### config.mk
export PLATFORM = sky130hd
export DESIGN_NAME = systolic_feeder
export DESIGN_NICKNAME = d
export VERILOG_FILES = /design/src/rtl/systolic_pkg.sv /design/src/rtl/feeder_buf.sv /design/src/rtl/systolic_feeder.sv
export SDC_FILE = /design/constraint.sdc
export NUM_CORES = 1
export LEC_CHECK = 0
export BUFFER_PORTS_ARGS = -buffer_cell sky130_fd_sc_hd__buf_4
export CAP_MARGIN = 20
export CELL_PAD_IN_SITES_DETAIL_PLACEMENT = 1
export CELL_PAD_IN_SITES_GLOBAL_PLACEMENT = 2
export CORE_ASPECT_RATIO = 1.5
export CORE_MARGIN = 2
export CORE_UTILIZATION = 40
export DETAILED_ROUTE_END_ITERATION = 8
export PLACE_DENSITY = 0.83
export SETUP_SLACK_MARGIN = 0.05
export SLEW_MARGIN = 30
export SYNTH_ARGS = -nofsm -noshare
export SYNTH_HDL_FRONTEND = slang
export SYNTH_SLANG_ARGS = --single-unit
### constraint.sdc
create_clock -name clk -period 4.1 [get_ports clk]
set_clock_uncertainty 0.2 [all_clocks]
set_input_delay 0.41 -clock clk [delete_from_list [all_inputs] [get_ports clk]]
set_output_delay 0.41 -clock clk [all_outputs]
set_load 0.02 [all_outputs]
### src/rtl/systolic_pkg.sv
// Types and constants shared by the systolic array, its feeder and the benches.
package systolic_pkg;

    localparam int DATA_W = 32;

    typedef logic [DATA_W-1:0] sample_t;

    typedef enum logic [1:0] {
        IDLE   = 2'd0,
        STREAM = 2'd1,
        DONE   = 2'd2
    } feed_state_t;

endpackage

### src/rtl/feeder_buf.sv
// One channel buffer: single write port, single combinational read port.
// A read of the address being written returns the new data, so a frame started
// in the same cycle as a write already sees the written sample.
module feeder_buf #(
    parameter int DATA_W = 32,
    parameter int DEPTH  = 8,
    parameter int AW     = $clog2(DEPTH)
) (
    input  logic              clk,
    input  logic              wr_en,
    input  logic [AW-1:0]     wr_addr,
    input  logic [DATA_W-1:0] wr_data,
    input  logic [AW-1:0]     rd_addr,
    output logic [DATA_W-1:0] rd_data
);

    logic [DATA_W-1:0] mem [DEPTH];

    always_ff @(posedge clk) begin
        if (wr_en) begin
            mem[wr_addr] <= wr_data;
        end
    end

    assign rd_data = (wr_en && (wr_addr == rd_addr)) ? wr_data : mem[rd_addr];

endmodule

### src/rtl/systolic_feeder.sv
// Streams two channel buffers into the systolic array, channel 2 lagging by SKEW.
//   state  | meaning
//   IDLE   | outputs zero, buffers writable, waiting for start
//   STREAM | presenting sample index cnt on the outputs
//   DONE   | one-cycle done pulse, outputs zero
module systolic_feeder #(
    parameter int DATA_W = systolic_pkg::DATA_W,
    parameter int DEPTH  = 8,
    parameter int SKEW   = 1
) (
    input  logic                       clk,
    input  logic                       rst,
    input  logic                       wr_en,
    input  logic                       wr_ch,
    input  logic [$clog2(DEPTH)-1:0]   wr_addr,
    input  logic [DATA_W-1:0]          wr_data,
    input  logic                       start,
    input  logic [$clog2(DEPTH):0]     len,
    output logic                       busy,
    output logic                       done,
    output logic                       x_valid,
    output logic [DATA_W-1:0]          x01,
    output logic [DATA_W-1:0]          x02
);
    import systolic_pkg::*;

    localparam int AW = $clog2(DEPTH);
    localparam int LW = AW + 1;
    localparam int CW = $clog2(2 * DEPTH) + 1;

    feed_state_t       state;
    logic [CW-1:0]     cnt;
    logic [LW-1:0]     l_q;
    logic [LW-1:0]     len_clamp;
    logic [LW-1:0]     l_eff;
    logic [CW-1:0]     n_idx;
    logic [CW-1:0]     d_idx;
    logic [CW-1:0]     last_idx;
    logic              in1;
    logic              in2;
    logic              we;
    logic [AW-1:0]     rd1;
    logic [AW-1:0]     rd2;
    logic [DATA_W-1:0] rd_data1;
    logic [DATA_W-1:0] rd_data2;

    assign we = wr_en && (state == IDLE);

    feeder_buf #(.DATA_W(DATA_W), .DEPTH(DEPTH)) u_buf1 (
        .clk     (clk),
        .wr_en   (we && !wr_ch),
        .wr_addr (wr_addr),
        .wr_data (wr_data),
        .rd_addr (rd1),
        .rd_data (rd_data1)
    );

    feeder_buf #(.DATA_W(DATA_W), .DEPTH(DEPTH)) u_buf2 (
        .clk     (clk),
        .wr_en   (we && wr_ch),
        .wr_addr (wr_addr),
        .wr_data (wr_data),
        .rd_addr (rd2),
        .rd_data (rd_data2)
    );

    // Outputs are registered, so the index evaluated here is the one shown next cycle.
    always_comb begin
        len_clamp = (len > LW'(DEPTH)) ? LW'(DEPTH) : len;
        l_eff     = (state == IDLE) ? len_clamp : l_q;
        n_idx     = (state == IDLE) ? '0 : cnt + CW'(1);
        last_idx  = CW'(l_q) + CW'(SKEW) - CW'(1);
        in1       = n_idx < CW'(l_eff);
        in2       = (n_idx >= CW'(SKEW)) && (n_idx < CW'(l_eff) + CW'(SKEW));
        rd1       = '0;
        rd2       = '0;
        d_idx     = '0;
        if (in1) begin
            rd1 = n_idx[AW-1:0];
        end
        if (in2) begin
            d_idx = n_idx - CW'(SKEW);
            rd2   = d_idx[AW-1:0];
        end
    end

    always_ff @(posedge clk) begin
        if (rst) begin
            state   <= IDLE;
            cnt     <= '0;
            l_q     <= '0;
            busy    <= 1'b0;
            done    <= 1'b0;
            x_valid <= 1'b0;
            x01     <= '0;
            x02     <= '0;
        end else begin
            done <= 1'b0;
            case (state)
                IDLE: begin
                    if (start) begin
                        l_q <= len_clamp;
                        cnt <= '0;
                        if (len_clamp == '0) begin
                            state <= DONE;
                            done  <= 1'b1;
                        end else begin
                            state   <= STREAM;
                            busy    <= 1'b1;
                            x_valid <= in1 || in2;
                            x01     <= in1 ? rd_data1 : '0;
                            x02     <= in2 ? rd_data2 : '0;
                        end
                    end
                end
                STREAM: begin
                    if (cnt == last_idx) begin
                        state   <= DONE;
                        done    <= 1'b1;
                        busy    <= 1'b0;
                        x_valid <= 1'b0;
                        x01     <= '0;
                        x02     <= '0;
                    end else begin
                        cnt     <= n_idx;
                        x_valid <= in1 || in2;
                        x01     <= in1 ? rd_data1 : '0;
                        x02     <= in2 ? rd_data2 : '0;
                    end
                end
                DONE: begin
                    state <= IDLE;
                end
                default: begin
                    state <= IDLE;
                end
            endcase
        end
    end

endmodule

==> results.yml, run 1 <==
run_status:
  status: "complete, no violations"
clocking:
  cts_made_buffers: 55
  cts_tree: "yes"
  clk_pin_slew_ps: 70
  clkLatencyLatePin_ps: 620
  cts.sinks: 590
  cts_root_buffer: "clkbuf_16"
  cts_setup_buffers: 0
  clock_path_buffers: 3
  htree_num_levels: 2
global_route:
  grt_overflow_total: 0
  first_global_vias: 17460
  grt_usage: 0.226
  antenna_found_initial: 0
  grt_max_degree: 164
  grt_pass1_wl_microns: 106000
placement:
  placed_cells: 2593
  dpl_worst_slack_ps: -31.7
  io_buffers: 110
  post-dp-hpwl_microns: 40400
  gp_congestion: 0.784
routing:
  route.detailed.drc: 0
  wl_per_cell_microns: 25.9
  first_pass_iters: 5
  drt_iter0_markers: 1091
  routed_wl_microns: 70800
  via_count: 16208
  vias_per_cell: 5.93
  ant_nets: 0
sta:
  finalCritPeriodShare: 0.943
  setup_viol: 0
  rsz0062_at_grt: "yes"
  timing.fmax_ghz: 0.259
  finalMaxSlewViolations: 0
  relSlewSlack: 0.339
  worst_pin_slew_ps: 992
  timing.final.ws_setup_ps: 232
  finalHoldViolations: 0
  period_needed_ps: 3870
  timing.hold.ws_ps: 15.8
floorplan:
  io_pins: 111
  start_util: 0.403
  rows: 110
  die_h_microns: 305
  die_w_microns: 204
  die_area_sq_um: 62300
  core_area_sq_um: 59900
yosys:
  dominantRegCellSynth: "edfxtp_1"
  synth.area.top_cells: "edfxtp_1, dfxtp_1, nand2_1"
  synth_top_area_cell: "edfxtp_1"
  synth_enable_flop_cells: 512
  ys_types: 64
  syn_area_per_cell_sq_um: 13.6
  synth-seq-area-share: 0.702
  yosysWarnings: 0
  syn-num-nets: 1830
  async_flop_share: 0
  netlist_area_sq_um: 24100
  synth_top_area_share: 0.638
  synth-seq-cells: 590
  synth_cells: 1776
pwr:
  p_seq_frac: 0.464
  ir_worst_vdd_v: 0.000397
  swShare: 0.283
  power.density_nw_per_um2: 516
  power_frac_comb: 0.182
  p_leak_nw: 9.58
  power_switching_mw: 4.15
  clock_power_share: 0.354
  internal_power_mw: 10.5
hold_path:
  whs_path_depth: 4
  hp-class: "input pin to register"
  min_to: "l_q[3]$_SDFFE_PP0P_"
  worstHoldStart: "start"
layout:
  drive_gt1_frac: 0.180
  area_delta_synth_final_pct: 17.7
  nets: 1954
  utilization: 0.474
  mostFrequentLayoutCell: "edfxtp_1"
  final_cell_mix: "edfxtp_1, nand2_1, buf_4"
  layoutNonFillerInstCount: 2734
critical_path:
  critPathArrivalTime_ps: 4200
  cp_cell_sequence: "dlygate4sd3_1 > buf_4 > or4b_1 > nand2_1 > ha_1 > xor2_1 > ha_1 > a211o_1 > a21oi_1 > buf_4 > o21a_4 > and3_4 > buf_12 > o311ai_0 > o32a_1 > o21ai_0"
  r2r_end: "x01[29]$_SDFFE_PP0P_"
  reg2regPathDepth: 11
  critPathRequiredTime_ps: 4430
  cp_slowest_cell: "dlygate4sd3_1"
  startpoint_type: "input pin"
  endpoint_kind: "register"
  crit_fanout: 22
  reg2reg_slack_ps: 240
  crit_type: "input pin to register"
  r2r_start: "state[0]$_SDFFE_PP0P_"
  max_stage_delay_ps: 530
flow_run:
  drv_cap: 0
per-layer routing:
layer / routed length, microns / share of wire / track usage / vias up
met2: 36700 / 0.52 / 0.403 / 485
met4: 2920 / 0.041 / 0.102 / 0
met1: 28400 / 0.40 / 0.275 / 8406
met5: 0 / 0 / 0 / -
met3: 2730 / 0.039 / 0.0219 / 162
li1: - / - / - / 7155
power groups by stage:
stage,sequential (mW),combinational [mW],clock (mW)
after global routing,6.80,2.87,5.45
final,6.79,2.66,5.19
after floorplan,6.98,1.47,0
after global placement,6.92,2.51,0
after CTS,6.79,2.64,5.25
after detailed placement,6.92,2.60,0
synth_stat cells, types with 34 or more instances:
| cell type | instances |
|---|---|
| nor3_1 | 47 |
| nand3_1 | 36 |
| a221oi_1 | 51 |
| dfxtp_1 | 78 |
| a21oi_1 | 92 |
| o21ai_0 | 89 |
| edfxtp_1 | 512 |
| clkbuf_1 | 106 |
| a31oi_1 | 50 |
| nand2_1 | 292 |
| mux2i_1 | 34 |
critical path, delay by kind of cell:
| kind | cells | cell delay [ps] |
|---|---|---|
| AO/OA/AOI/OAI | 6 | 1220 |
| buffers and inverters | 4 | 990 |
| adder cells (fa/ha/maj) | 2 | 470 |
| AND/OR/NAND/NOR | 3 | 920 |
| XOR/XNOR | 1 | 160 |
stage by stage:
step	setup TNS (ps)	power, mW	cell area, sq um
3_5_place_dp	-117	9.52	26200
3_3_place_gp	0	9.42	26200
4_1_cts	0	14.7	28300
2_1_floorplan	0	8.45	24100
5_1_grt	0	15.1	28400
6_report	0	14.6	28400
final cells by class:
cell class | count | area (sq um)
inverters | 8 | 32.5
clock buffers | 75 | 1520
clock inverters | 29 | 290
diodes | 3 | 7.51
well taps | 784 | 981
multi-input cells | 1039 | 6760
flip-flops and latches | 590 | 16900
repair buffers | 206 | 1850
fillers | 6043 | 31500
flip-flops by register name (all words and copies together) (netlist names):
name	cells
x01	32
u_buf2.mem	256
l_q	4
u_buf1.mem	256
state	2
x_valid	1
busy	1
cnt	5
done	1
x02	32
cell families after synthesis:
group / count (synthesis) / synth area share
DFF: 590 / 0.702
AOI/OAI and AO/OA: 485 / 0.143
and+or+nand+nor: 467 / 0.0856
buffers and inverters: 147 / 0.0260
muxes: 68 / 0.0342
adders and majority gates: 10 / 0.00519
xor gates and xnor gates: 9 / 0.00327
worst max-delay path by stage:
stage / slack [ps] / depth (start not counted) / endpoint / from
finish: 230 / 16 / x02[2]$_SDFFE_PP0P_ / len[0]
global route: 50 / 16 / x02[17]$_SDFFE_PP0P_ / len[0]
CTS: 130 / 16 / x02[2]$_SDFFE_PP0P_ / len[0]
detailed placement: -30 / 15 / x02[15]$_SDFFE_PP0P_ / len[3]
global placement: 160 / 15 / x02[10]$_SDFFE_PP0P_ / len[3]
floorplan: 80 / 5 / u_buf1.mem[4][0]$_DFFE_PP_ / state[0]$_SDFFE_PP0P_
timing repair:
item                                   in CTS  in global routing
endpoints found under the hold margin     519                  0
hold buffers                               33                  0
setup endpoints to repair                   2                 27
pin swaps                                   0                  1
resized for setup                           1                  4
gates cloned                                0                  1
Power figures use the tool's default switching activity.
==> run 2: changes to the inputs <==
--- a/config.mk
+++ b/config.mk
@@ -10,7 +10,7 @@
 export CELL_PAD_IN_SITES_DETAIL_PLACEMENT = 1
 export CELL_PAD_IN_SITES_GLOBAL_PLACEMENT = 2
 export CORE_ASPECT_RATIO = 1.5
-export CORE_MARGIN = 2
+export CORE_MARGIN = 4
 export CORE_UTILIZATION = 40
 export DETAILED_ROUTE_END_ITERATION = 8
 export PLACE_DENSITY = 0.83
==> results.yml, run 2 (synthesis results as in run 1) <==
pwr:
  p_leak_nw: 9.62
  internal_power_mw: 10.9
  clock_power_share: 0.366
  p_seq_frac: 0.455
  power_frac_comb: 0.179
  swShare: 0.272
  total_power_mw: 14.9
  power.density_nw_per_um2: 524
  ir_worst_vdd_v: 0.000364
  power_switching_mw: 4.07
routing:
  route.detailed.drc: 0
  drt_iter0_markers: 1115
  wl_per_cell_microns: 26.0
  first_pass_iters: 5
  ant_nets: 0
  vias_per_cell: 5.97
  routed_wl_microns: 71000
  via_count: 16303
clocking:
  htree_num_levels: 2
  cts_root_buffer: "clkbuf_16"
  cts_setup_buffers: 0
  clk_pin_slew_ps: 60
  cts_made_buffers: 54
  cts.sinks: 590
  clock_path_buffers: 3
  clkLatencyLatePin_ps: 590
  cts_tree: "yes"
critical_path:
  endpoint_kind: "register"
  reg2reg_slack_ps: 190
  cp_top_family: "compound AO/OA/AOI/OAI gates"
  cp_cell_sequence: "dlygate4sd3_1 > buf_4 > or4b_1 > nand2_1 > ha_1 > xor2_1 > ha_1 > a211o_1 > a21oi_1 > buf_4 > o21a_4 > and3_4 > buf_12 > o311ai_0 > o32a_1 > o21ai_0"
  crit_type: "input pin to register"
  max_stage_delay_ps: 530
  critPathRequiredTime_ps: 4400
  cp_slowest_cell: "dlygate4sd3_1"
  crit_fanout: 22
  startpoint_type: "input pin"
  r2r_start: "state[0]$_SDFFE_PP0P_"
  r2r_end: "x02[21]$_SDFFE_PP0P_"
  critPathArrivalTime_ps: 4230
  reg2regPathDepth: 14
  worst-path-buf-inv: 4
sta:
  timing.fmax_ghz: 0.255
  rsz0062_at_grt: "no"
  relSlewSlack: 0.367
  finalMaxSlewViolations: 0
  setup_viol: 0
  timing.final.ws_setup_ps: 171
  timing.hold.ws_ps: 35.0
  finalCritPeriodShare: 0.958
  period_needed_ps: 3930
  finalHoldViolations: 0
  worst_pin_slew_ps: 948
  fin_setup_tns_ps: 0
global_route:
  antenna_found_initial: 5
  grt_max_degree: 141
  grt_usage: 0.213
  grt_pass1_wl_microns: 106000
  grt_overflow_total: 0
  first_global_vias: 17474
layout:
  drive_gt1_frac: 0.181
  nets: 1954
  final_cell_mix: "edfxtp_1, nand2_1, buf_4"
  final_area_sq_um: 28500
  fillCellCount: 6012
  mostFrequentLayoutCell: "edfxtp_1"
  reg_top3: "u_buf1.mem: 256 flops, u_buf2.mem: 256 flops"
  area_delta_synth_final_pct: 18.1
placement:
  io_buffers: 110
  dpl_worst_slack_ps: -29.2
  gp_congestion: 0.817
  placed_area_sq_um: 26200
  post-dp-hpwl_microns: 41200
hold_path:
  hp-class: "input pin to register"
  worstHoldStart: "wr_data[24]"
  min_to: "u_buf2.mem[6][24]$_DFFE_PP_"
  whs_path_depth: 1
floorplan:
  die_area_sq_um: 64300
  die_h_microns: 309
  die_w_microns: 208
  start_util: 0.403
  rows: 110
  io_pins: 111
  core_area_sq_um: 59900
flow_run:
  drv_cap: 0
run_status:
  status: "complete, no violations"
-- run 2: cell count changes in the layout (fill, tap and decap cells not counted), moves of 2 or more --
cell	change
clkbuf_1	-3
clkinv_1	+2
buf_4	+5
clkinv_4	-2
clkinv_2	-5
clkbuf_8	+2
inv_6	-2
buf_12	-3
bufinv_16	+5
-- run 2: metrics by stage --
stage	cells	utilization
floorplan	1776	-
global placement	2595	0.437
detailed placement	2595	0.437
CTS	2729	0.475
global route	2732	0.476
finish	2733	0.476
-- run 2: worst max-delay path by stage --
| stage | from | endpoint | slack [ps] | depth (start not counted) |
|---|---|---|---|---|
| finish | len[0] | x02[21]$_SDFFE_PP0P_ | 170 | 16 |
| global route | len[0] | x02[9]$_SDFFE_PP0P_ | 50 | 16 |
| CTS | state[0]$_SDFFE_PP0P_ | x02[21]$_SDFFE_PP0P_ | 120 | 14 |
| detailed placement | len[3] | x02[17]$_SDFFE_PP0P_ | -30 | 15 |
| global placement | len[3] | x02[10]$_SDFFE_PP0P_ | 130 | 15 |
| floorplan | state[0]$_SDFFE_PP0P_ | u_buf1.mem[4][0]$_DFFE_PP_ | 80 | 5 |
-- run 2: timing repair --
item	4_1_cts	5_1_grt
setup endpoints to repair	2	32
endpoints found under the hold margin	439	0
hold buffers	32	0
gates resized for setup	1	5
pin swaps	0	0
cloned	0	1
-- run 2: metal layers --
layer  vias up  part of all wire  track usage
met4         0             0.034       0.0819
met5         -                 0            0
met3       150             0.050       0.0214
met2       574              0.53        0.395
met1      8432              0.38        0.256
li1       7147                 -            -
-- run 2: cell type report --
| cell class | instances | area (sq um) | area share |
|---|---|---|---|
| Sequential cell | 590 | 16900 | 0.595 |
| Antenna cell | 3 | 7.51 | 0.000264 |
| Timing Repair Buffer | 207 | 1810 | 0.0637 |
| Inverter | 8 | 32.5 | 0.00114 |
| Multi-Input combinational cell | 1039 | 6760 | 0.237 |
| Clock buffer | 75 | 1560 | 0.0549 |
| Clock inverter | 27 | 383 | 0.0134 |
| Tap cell | 784 | 981 | 0.0344 |
-- run 2: power by group through the flow --
stage / clock (mW) / combinational, mW / sequential (mW)
finish: 5.47 / 2.67 / 6.79
global route: 5.82 / 2.87 / 6.80
CTS: 5.54 / 2.64 / 6.80
detailed placement: 0 / 2.60 / 6.92
global placement: 0 / 2.51 / 6.92
floorplan: 0 / 1.47 / 6.98
